<file path="src/rtl/bin_to_bcd_seq.sv">
// -----------------------------------------------------------------------------
// bin_to_bcd_seq
//
// Sequential binary-to-BCD converter using shift-add-3 (double dabble). One
// input bit is consumed per clock. Each output nibble can drive one
// BCD-to-7-segment decoder directly. With BLANK_LZ=1, leading zero digits
// are replaced by 4'hF, which the decoder renders as all segments off.
//
// Parameters:
//   WIDTH    - bit width of the binary input; a conversion takes WIDTH cycles
//   DIGITS   - number of BCD digits; 10**DIGITS must exceed 2**WIDTH-1
//   BLANK_LZ - 1 = blank leading zero digits (digit 0 is never blanked)
//
// Ports:
//   clk   in   system clock, rising edge
//   rst_n in   synchronous active-low reset; aborts a running conversion
//   start in   conversion request, accepted only while busy=0
//   bin   in   WIDTH-bit unsigned value, sampled on the accepting edge only
//   busy  out  high while shifting
//   done  out  one-cycle pulse marking a new result on bcd
//   bcd   out  packed digits, bcd[3:0] = units, bcd[7:4] = tens, ...
// -----------------------------------------------------------------------------
module bin_to_bcd_seq #(
  parameter int WIDTH    = 8,
  parameter int DIGITS   = 3,
  parameter int BLANK_LZ = 0
) (
  input  logic                  clk,
  input  logic                  rst_n,
  input  logic                  start,
  input  logic [WIDTH-1:0]      bin,
  output logic                  busy,
  output logic                  done,
  output logic [4*DIGITS-1:0]   bcd
);

  localparam int BW = 4 * DIGITS;        // scratch / result width
  localparam int SW = BW + WIDTH;        // combined {scratch, shiftreg} width
  localparam int CW = $clog2(WIDTH + 1); // bit counter must hold WIDTH itself

  typedef enum logic [1:0] {
    S_IDLE  = 2'd0,
    S_SHIFT = 2'd1,
    S_DONE  = 2'd2
  } state_e;

  // Add 3 to every digit that is 5 or more. Digits are corrected
  // independently; there is never a carry from one nibble into the next.
  function automatic logic [BW-1:0] add3_digits(input logic [BW-1:0] s);
    logic [BW-1:0] r;
    r = s;
    for (int i = 0; i < DIGITS; i++) begin
      if (s[4*i +: 4] >= 4'd5) begin
        r[4*i +: 4] = s[4*i +: 4] + 4'd3;
      end else begin
        r[4*i +: 4] = s[4*i +: 4];
      end
    end
    return r;
  endfunction

  // Replace zero digits that only have zero digits above them with 4'hF.
  // The scan starts at the top digit and stops at the first nonzero one;
  // the units digit is outside the loop so it always shows its true value.
  function automatic logic [BW-1:0] blank_leading(input logic [BW-1:0] s);
    logic [BW-1:0] r;
    logic          lead;
    r    = s;
    lead = 1'b1;
    for (int i = DIGITS - 1; i >= 1; i--) begin
      if (lead && (s[4*i +: 4] == 4'd0)) begin
        r[4*i +: 4] = 4'hF;
      end else begin
        lead = 1'b0;
      end
    end
    return r;
  endfunction

  state_e            state_q,   state_d;
  logic [WIDTH-1:0]  shift_q,   shift_d;
  logic [BW-1:0]     scratch_q, scratch_d;
  logic [CW-1:0]     cnt_q,     cnt_d;
  logic [BW-1:0]     bcd_q,     bcd_d;
  logic              done_q,    done_d;
  logic              busy_q,    busy_d;

  logic [BW-1:0]     adj_s;      // scratch after add-3 correction
  logic [SW-1:0]     shifted_s;  // {adj_s, shift_q} shifted left by one
  logic [BW-1:0]     final_s;    // scratch after the last shift

  // Next-state and datapath logic for the conversion FSM.
  always_comb begin
    state_d   = state_q;
    shift_d   = shift_q;
    scratch_d = scratch_q;
    cnt_d     = cnt_q;
    bcd_d     = bcd_q;
    done_d    = 1'b0;

    adj_s     = add3_digits(scratch_q);
    shifted_s = {adj_s, shift_q} << 1;
    final_s   = shifted_s[SW-1:WIDTH];

    case (state_q)
      // DONE accepts a new request exactly like IDLE, which gives
      // back-to-back conversions with no idle cycle in between.
      S_IDLE, S_DONE: begin
        if (start) begin
          shift_d   = bin;
          scratch_d = {BW{1'b0}};
          cnt_d     = CW'(WIDTH);
          state_d   = S_SHIFT;
        end else begin
          state_d   = S_IDLE;
        end
      end

      S_SHIFT: begin
        scratch_d = final_s;
        shift_d   = shifted_s[WIDTH-1:0];
        cnt_d     = cnt_q - CW'(1);
        // The shift taking cnt from 1 to 0 is the last one; its result is
        // published on the same edge.
        if (cnt_q == CW'(1)) begin
          if (BLANK_LZ != 0) begin
            bcd_d = blank_leading(final_s);
          end else begin
            bcd_d = final_s;
          end
          done_d  = 1'b1;
          state_d = S_DONE;
        end else begin
          state_d = S_SHIFT;
        end
      end

      default: begin
        state_d = S_IDLE;
      end
    endcase

    busy_d = (state_d == S_SHIFT);
  end

  // State and output registers with synchronous active-low reset.
  always_ff @(posedge clk) begin
    if (!rst_n) begin
      state_q   <= S_IDLE;
      shift_q   <= {WIDTH{1'b0}};
      scratch_q <= {BW{1'b0}};
      cnt_q     <= {CW{1'b0}};
      bcd_q     <= {BW{1'b0}};
      done_q    <= 1'b0;
      busy_q    <= 1'b0;
    end else begin
      state_q   <= state_d;
      shift_q   <= shift_d;
      scratch_q <= scratch_d;
      cnt_q     <= cnt_d;
      bcd_q     <= bcd_d;
      done_q    <= done_d;
      busy_q    <= busy_d;
    end
  end

  assign busy = busy_q;
  assign done = done_q;
  assign bcd  = bcd_q;

  bin_to_bcd_seq_chk #(
    .WIDTH    (WIDTH),
    .DIGITS   (DIGITS),
    .BLANK_LZ (BLANK_LZ)
  ) u_chk (
    .clk   (clk),
    .rst_n (rst_n),
    .busy  (busy_q),
    .done  (done_q),
    .bcd   (bcd_q)
  );

endmodule

// -----------------------------------------------------------------------------
// bin_to_bcd_seq_chk
//
// Simulation-only property checks for bin_to_bcd_seq: parameter legality,
// busy/done exclusivity, single-cycle done pulses and legal digit codes.
//
// Ports:
//   clk, rst_n  clock and synchronous active-low reset of the converter
//   busy, done  converter status outputs
//   bcd         converter result
// -----------------------------------------------------------------------------
module bin_to_bcd_seq_chk #(
  parameter int WIDTH    = 8,
  parameter int DIGITS   = 3,
  parameter int BLANK_LZ = 0
) (
  input  logic                clk,
  input  logic                rst_n,
  input  logic                busy,
  input  logic                done,
  input  logic [4*DIGITS-1:0] bcd
);

  // True when DIGITS decimal digits can hold the largest WIDTH-bit value.
  function automatic bit digits_sufficient();
    longint p;
    longint max_val;
    p = 64'sd1;
    for (int i = 0; i < DIGITS; i++) begin
      p = p * 64'sd10;
    end
    max_val = (64'sd1 <<< WIDTH) - 64'sd1;
    return (p > max_val);
  endfunction

  localparam bit LEGAL = digits_sufficient();

  a_param_legal: assert property (@(posedge clk) LEGAL);

  a_busy_done_excl: assert property (@(posedge clk) disable iff (!rst_n)
    !(busy && done));

  a_done_single: assert property (@(posedge clk) disable iff (!rst_n)
    done |=> !done);

  for (genvar g = 0; g < DIGITS; g++) begin : g_digit
    a_digit_code: assert property (@(posedge clk) disable iff (!rst_n)
      (bcd[4*g +: 4] <= 4'd9) || ((BLANK_LZ != 0) && (bcd[4*g +: 4] == 4'hF)));
  end

endmodule

</file>
<file path="config.mk">
export PLATFORM = sky130hd
export DESIGN_NAME = bin_to_bcd_seq
export DESIGN_NICKNAME = d
export VERILOG_FILES = /design/src/rtl/bin_to_bcd_seq.sv
export SDC_FILE = /design/constraint.sdc
export NUM_CORES = 1
export LEC_CHECK = 0
export BUFFER_PORTS_ARGS = -buffer_cell sky130_fd_sc_hd__buf_2
export CAP_MARGIN = 10
export CORE_ASPECT_RATIO = 2
export CORE_MARGIN = 2
export CORE_UTILIZATION = 40
export DETAILED_ROUTE_END_ITERATION = 10
export PLACE_DENSITY = 0.69
export SYNTH_ARGS = -nofsm -noshare
export SYNTH_HDL_FRONTEND = slang
export SYNTH_SLANG_ARGS = --single-unit
</file>
<file path="constraint.sdc">
create_clock -name clk -period 3.1 [get_ports clk]
set_clock_uncertainty 0.15 [all_clocks]
set_input_delay 0.62 -clock clk [delete_from_list [all_inputs] [get_ports clk]]
set_output_delay 0.62 -clock clk [all_outputs]
set_load 0.01 [all_outputs]
</file>
==> impl_metrics.yaml, run 1 <==
status:
  status: "completed"
clock_tree:
  post_cts_buffers: 0
  cts_resized: 0
  path_clk_slew_ns: 0.08
  cts_tree: "yes"
  clk_latency_ns: 0.29
  htree_levels: 2
  numCtsBuffers: 5
  root_buffer: "clkbuf_8"
  cts_buffer_depth: 2
  hold_buffers: 0
  cts_sinks: 40
final_layout:
  layout.nets: 235
  antenna_cells: 0
  area_growth_pct: 12.0
  fin_util: 0.463
  stdcell_area_um2: 2010
  drive_above_1_share: 0.171
  fillers: 449
  stdcell_count: 271
global_routing:
  track_usage: 0.166
  grt_pass1_vias: 1493
  grt-ovfl-total: 0
  antenna_found_initial: 0
  grt_pass1_wl_um: 6430
  grt_max_degree: 31
power:
  total_power_mw: 1.01
  p_leak_nw: 0.831
  powerDensity_nw_per_um2: 504
  ir_drop_mv: 0.418
detailed_routing:
  drt_iter0_markers: 21
  top_layer: "met4"
  wl_um: 3640
  vias: 1426
  drt-met1-wl_um: 1450
  viasPerCell: 5.26
  post_drt_wl_per_cell_um: 13.4
  drc: 0
  dr_wl_met2_um: 1960
  dr_wl_met3_um: 115
  first_pass_iters: 4
  drtAntennaViolNets: 0
logic_synthesis:
  synth_top_area_frac: 0.447
  syn_nets: 214
  synth_area_leader_cell: "dfxtp_1"
  synthCells: 195
  synth_area_leaders: "dfxtp_1, ha_1, o22ai_1"
  syn_area_per_cell_um2: 9.19
  yosys_warnings: 0
  ys_ff_latch: 40
  netlist_area_um2: 1790
  ys_seq_area_frac: 0.447
  synth_cell_types: 30
timing:
  finalWorstSetupSlack_ns: 1.05
  final.min_clock_period_ns: 2.05
  finalHoldViolCount: 0
  whs_ns: 0.318
  relSlewSlack: 0.539
  setup_violations: 0
  slew_viol_final: 0
  fin_crit_sh: 0.662
  rsz0062_at_grt: "no"
  max_freq_mhz: 487
  tns_ns: 0
  worstMarginPinSlew_ns: 0.692
min_path:
  hp-class: "flip-flop to flip-flop"
die:
  initial_core_util: 0.413
  row_count: 34
  core_um2: 4340
  pin_count: 25
  die_y_um: 98.7
  dieArea_um2: 5060
  fp.dieW_um: 51.3
setup_path:
  start_kind: "flip-flop"
  worstPathCellList: "nor2b_1 -> and3_1 -> nand2_4 -> o22ai_1"
  arrival_ns: 2.12
  crit_fanout: 18
  required_ns: 3.17
  crit_type: "flip-flop to flip-flop"
  critPathBufInv: 0
  cp_top_family: "simple AND/OR/NAND/NOR gates"
  max_stage_delay_ns: 0.69
  critPathCaptureType: "flip-flop"
  cp_slowest_cell: "and3_1"
place:
  hpwlAfterDp_um: 2640
  place_ws_ns: 1.03
  portBuffers: 24
  place.gp.congestion: 0.762
  placed_area_um2: 1920
  dp.cells: 263
flow_run:
  cap_violations: 0
[flip-flops by register name (all words and copies together) (netlist names)]
signal,flops
shift_q,8
scratch_q,12
done,1
busy,1
state_q,2
cnt_q,4
bcd,12
[Yosys cell counts, drive strengths merged]
cell    instances
dfxtp          40
a21oi          14
o22ai          14
nor2           13
nand2          12
inv            11
nand3          11
buf             9
a211oi          8
ha              8
mux2i           8
o21ai           7
nor3b           6
nor2b           5
nand2b          4
nor3            4
clkbuf          3
mux2            3
o211a           3
xnor2           3
a21boi          2
a22oi           2
o21a            2
and3            1
nor4            1
xor2            1
[worst paths after layout]
check	start	endpoint	slack, ns	depth (start not counted)
setup reg to reg	state_q[0]	bcd[10]	1.05	4
hold reg to reg	bcd[1]	bcd[1]	0.32	2
setup / recovery	state_q[0]	bcd[10]	1.05	4
hold / removal	bcd[1]	bcd[1]	0.32	2
[layout by cell type, fill, tap and decap left out]
cell type / count
xnor2_1: 3
nor2b_1: 5
nand2b_1: 4
nor3b_1: 6
nand3_1: 11
o21a_1: 2
o211a_1: 3
buf_4: 2
a211oi_1: 7
nor3_1: 4
nor2_1: 13
mux2i_1: 8
a211oi_2: 1
nand2_1: 11
and3_1: 1
xor2_1: 1
a21oi_1: 14
a22oi_1: 2
a21boi_0: 2
clkbuf_1: 2
inv_1: 11
buf_2: 24
mux2_2: 3
dfxtp_1: 40
o22ai_1: 14
clkbuf_8: 6
nor4_1: 1
o21ai_0: 7
ha_1: 8
nand2_4: 1
[cell type report]
class,instances,area (µm²),area share
multi-input combinational,132,872,0.435
tap,54,67.6,0.0337
timing repair buffer,26,135,0.0673
sequential,40,801,0.399
clock buffer,8,90.1,0.0449
inverter,11,41.3,0.0206
[logic make-up (layout without fill, tap and decap cells)]
family | Yosys count | after routing | synth area share
compound gates | 52 | 52 | 0.186
simple gates | 57 | 57 | 0.162
flops | 40 | 40 | 0.447
xor+xnor | 4 | 4 | 0.0196
buf+inv | 23 | 45 | 0.0663
mux | 11 | 11 | 0.0635
fa+ha+maj | 8 | 8 | 0.0559
[layer usage]
layer | global-route usage | up-vias
met5 | 0 | -
met4 | 0.119 | 0
met3 | 0.0258 | 10
met2 | 0.284 | 31
met1 | 0.177 | 660
li1 | - | 725
[worst register-to-register path: cells and delay by family (launching register included)]
kind	cells	cell delay (ns)
simple gates	3	1.29
flops	1	0.34
compound gates	1	0.20
[power breakdown]
group	leakage, nW	internal (mW)	switching, mW
clock	0.0455	0.182	0.175
combinational	0.461	0.0418	0.0634
sequential	0.325	0.535	0.0137
Power figures use the tool's default switching activity.
==> run 2, diff against run 1 <==
==> constraint.sdc (replaced) <==
create_clock -name clk -period 2.1 [get_ports clk]
set_clock_uncertainty 0.15 [all_clocks]
set_input_delay 0.42 -clock clk [delete_from_list [all_inputs] [get_ports clk]]
set_output_delay 0.42 -clock clk [all_outputs]
set_load 0.01 [all_outputs]
==> run 2 against run 1 <==
Compared with the run above: final area grew 1.2%; via count increased by 2.0%; final cell count increased by 1.5%; maximum frequency rose by 13%; register-to-register slack got worse by 0.76 ns; largest cell class unchanged; hold slack got worse by 0.074 ns; critical path depth increased by 2; flip-flop and latch count unchanged; combinational power is 60% higher; utilization up 0.58 points.
==> impl_metrics.yaml, run 2 (synthesis results as in run 1) <==
place:
  place.gp.congestion: 0.777
  hpwlAfterDp_um: 2670
  placed_area_um2: 1950
  portBuffers: 24
power:
  power.share.switching: 0.256
  p_leak_nw: 0.852
  comb_power_share: 0.115
  pwr-share-seq: 0.555
  ir_drop_mv: 0.512
  clkPwrFrac: 0.330
  switchingPower_mw: 0.374
  p_int_mw: 1.09
  powerDensity_nw_per_um2: 719
timing:
  fin_crit_sh: 0.864
  slew_viol_final: 0
  final.min_clock_period_ns: 1.81
  max_freq_mhz: 551
  setup_violations: 0
  rsz0062_at_grt: "no"
  tns_ns: 0
  relSlewSlack: 0.625
  worstMarginPinSlew_ns: 0.561
  finalHoldViolCount: 0
clock_tree:
  cts_sinks: 40
  htree_levels: 2
  cts_tree: "yes"
  hold_buffers: 0
  path_clk_slew_ns: 0.08
  cts_resized: 0
  cts_buffer_depth: 2
  numCtsBuffers: 5
  clk_latency_ns: 0.29
  post_cts_buffers: 0
  root_buffer: "clkbuf_8"
setup_path:
  crit_path_start: "scratch_q[4]"
  r2r_start: "scratch_q[4]"
  arrival_ns: 1.88
  critPathCaptureType: "flip-flop"
  cp_slowest_cell: "mux2_2"
  cp_top_family: "compound AO/OA/AOI/OAI gates"
  required_ns: 2.17
  crit_type: "flip-flop to flip-flop"
  critPathBufInv: 1
  start_kind: "flip-flop"
  max_stage_delay_ns: 0.39
  crit_fanout: 5
  rrSetupSlack_ns: 0.29
  worstPathCellList: "inv_1 -> ha_1 -> nand2b_1 -> a21oi_1 -> mux2_2 -> o22ai_1"
final_layout:
  drive_above_1_share: 0.190
  fillers: 455
  layout.nets: 240
  final_cell_mix: "dfxtp_1, buf_2, a21oi_1, o22ai_1, nor2_1"
  final_common_cell: "dfxtp_1"
  antenna_cells: 0
  area_growth_pct: 13.4
  stdcell_area_um2: 2030
  reg.largest.list: "bcd x12, scratch_q x12, shift_q x8"
global_routing:
  grt_max_degree: 20
  grt_util_met3: 0.0273
  grt_pass1_vias: 1435
  use_met1: 0.179
  track_usage: 0.166
  top_usage_layer: "met2"
  antenna_found_initial: 0
  grt-ovfl-total: 0
  met2_usage: 0.293
  grt_pass1_wl_um: 6410
detailed_routing:
  first_pass_iters: 4
  drc: 0
  vias: 1454
  drtAntennaViolNets: 0
  drt_iter0_markers: 21
  viasPerCell: 5.29
  post_drt_wl_per_cell_um: 13.7
  wl_um: 3780
die:
  initial_core_util: 0.413
  core_um2: 4340
  dieArea_um2: 5060
  pin_count: 25
  fp.dieW_um: 51.3
  row_count: 34
  die_y_um: 98.7
status:
  status: "completed"
min_path:
  hp-class: "primary input to flip-flop"
  worstHoldStart: "bin[0]"
flow_run:
  cap_violations: 0
## run 2: path summary, 6_finish.rpt
| kind | endpoint | cells after the start |
|---|---|---|
| worst min register to register | bcd[1] | 2 |
| worst max-delay path | scratch_q[6] | 6 |
| worst min-delay path | shift_q[0] | 3 |
| worst max register to register | scratch_q[6] | 6 |
## run 2: area by class of cell
| cell class | instances | area (µm²) | share of cell area |
|---|---|---|---|
| Multi-Input combinational cell | 132 | 872 | 0.429 |
| Sequential cell | 40 | 801 | 0.394 |
| Timing Repair Buffer | 31 | 173 | 0.0850 |
| Clock buffer | 6 | 72.6 | 0.0357 |
| Tap cell | 54 | 67.6 | 0.0333 |
| Inverter | 11 | 41.3 | 0.0203 |
| Clock inverter | 1 | 5.00 | 0.00246 |
## run 2: worst register-to-register path, delay by kind of cell (launching register included)
family	cells	cell delay (ns)
adders and majority gates	1	0.26
DFF	1	0.35
muxes	1	0.39
AOI/OAI and AO/OA	2	0.40
and+or+nand+nor	1	0.09
buffers and inverters	1	0.10
## run 2: routing by layer
layer  part of all wire  wire length [µm]
met5                  0                 0
met4              0.028               107
met3              0.033               123
met2               0.53              1990
met1               0.41              1550
## run 2: power by group through the flow
stage               clock network, mW  registers (mW)  logic [mW]
finish                          0.481           0.811       0.168
global route                    0.517           0.815       0.189
CTS                             0.495           0.810       0.169
detailed placement                  0           0.827       0.168
global placement                    0           0.826       0.165
floorplan                           0           0.825       0.123
## run 2: stage by stage
step	instances	hold slack [ns]	util	setup slack, ns	total power, mW
final	275	0.245	0.468	0.285	1.46
after floorplan	195	0.285	-	0.486	0.948
after global routing	275	0.287	0.468	0.143	1.52
after CTS	275	0.236	0.468	0.283	1.47
after global placement	268	0.307	0.450	0.353	0.992
after detailed placement	268	0.307	0.450	0.297	0.995
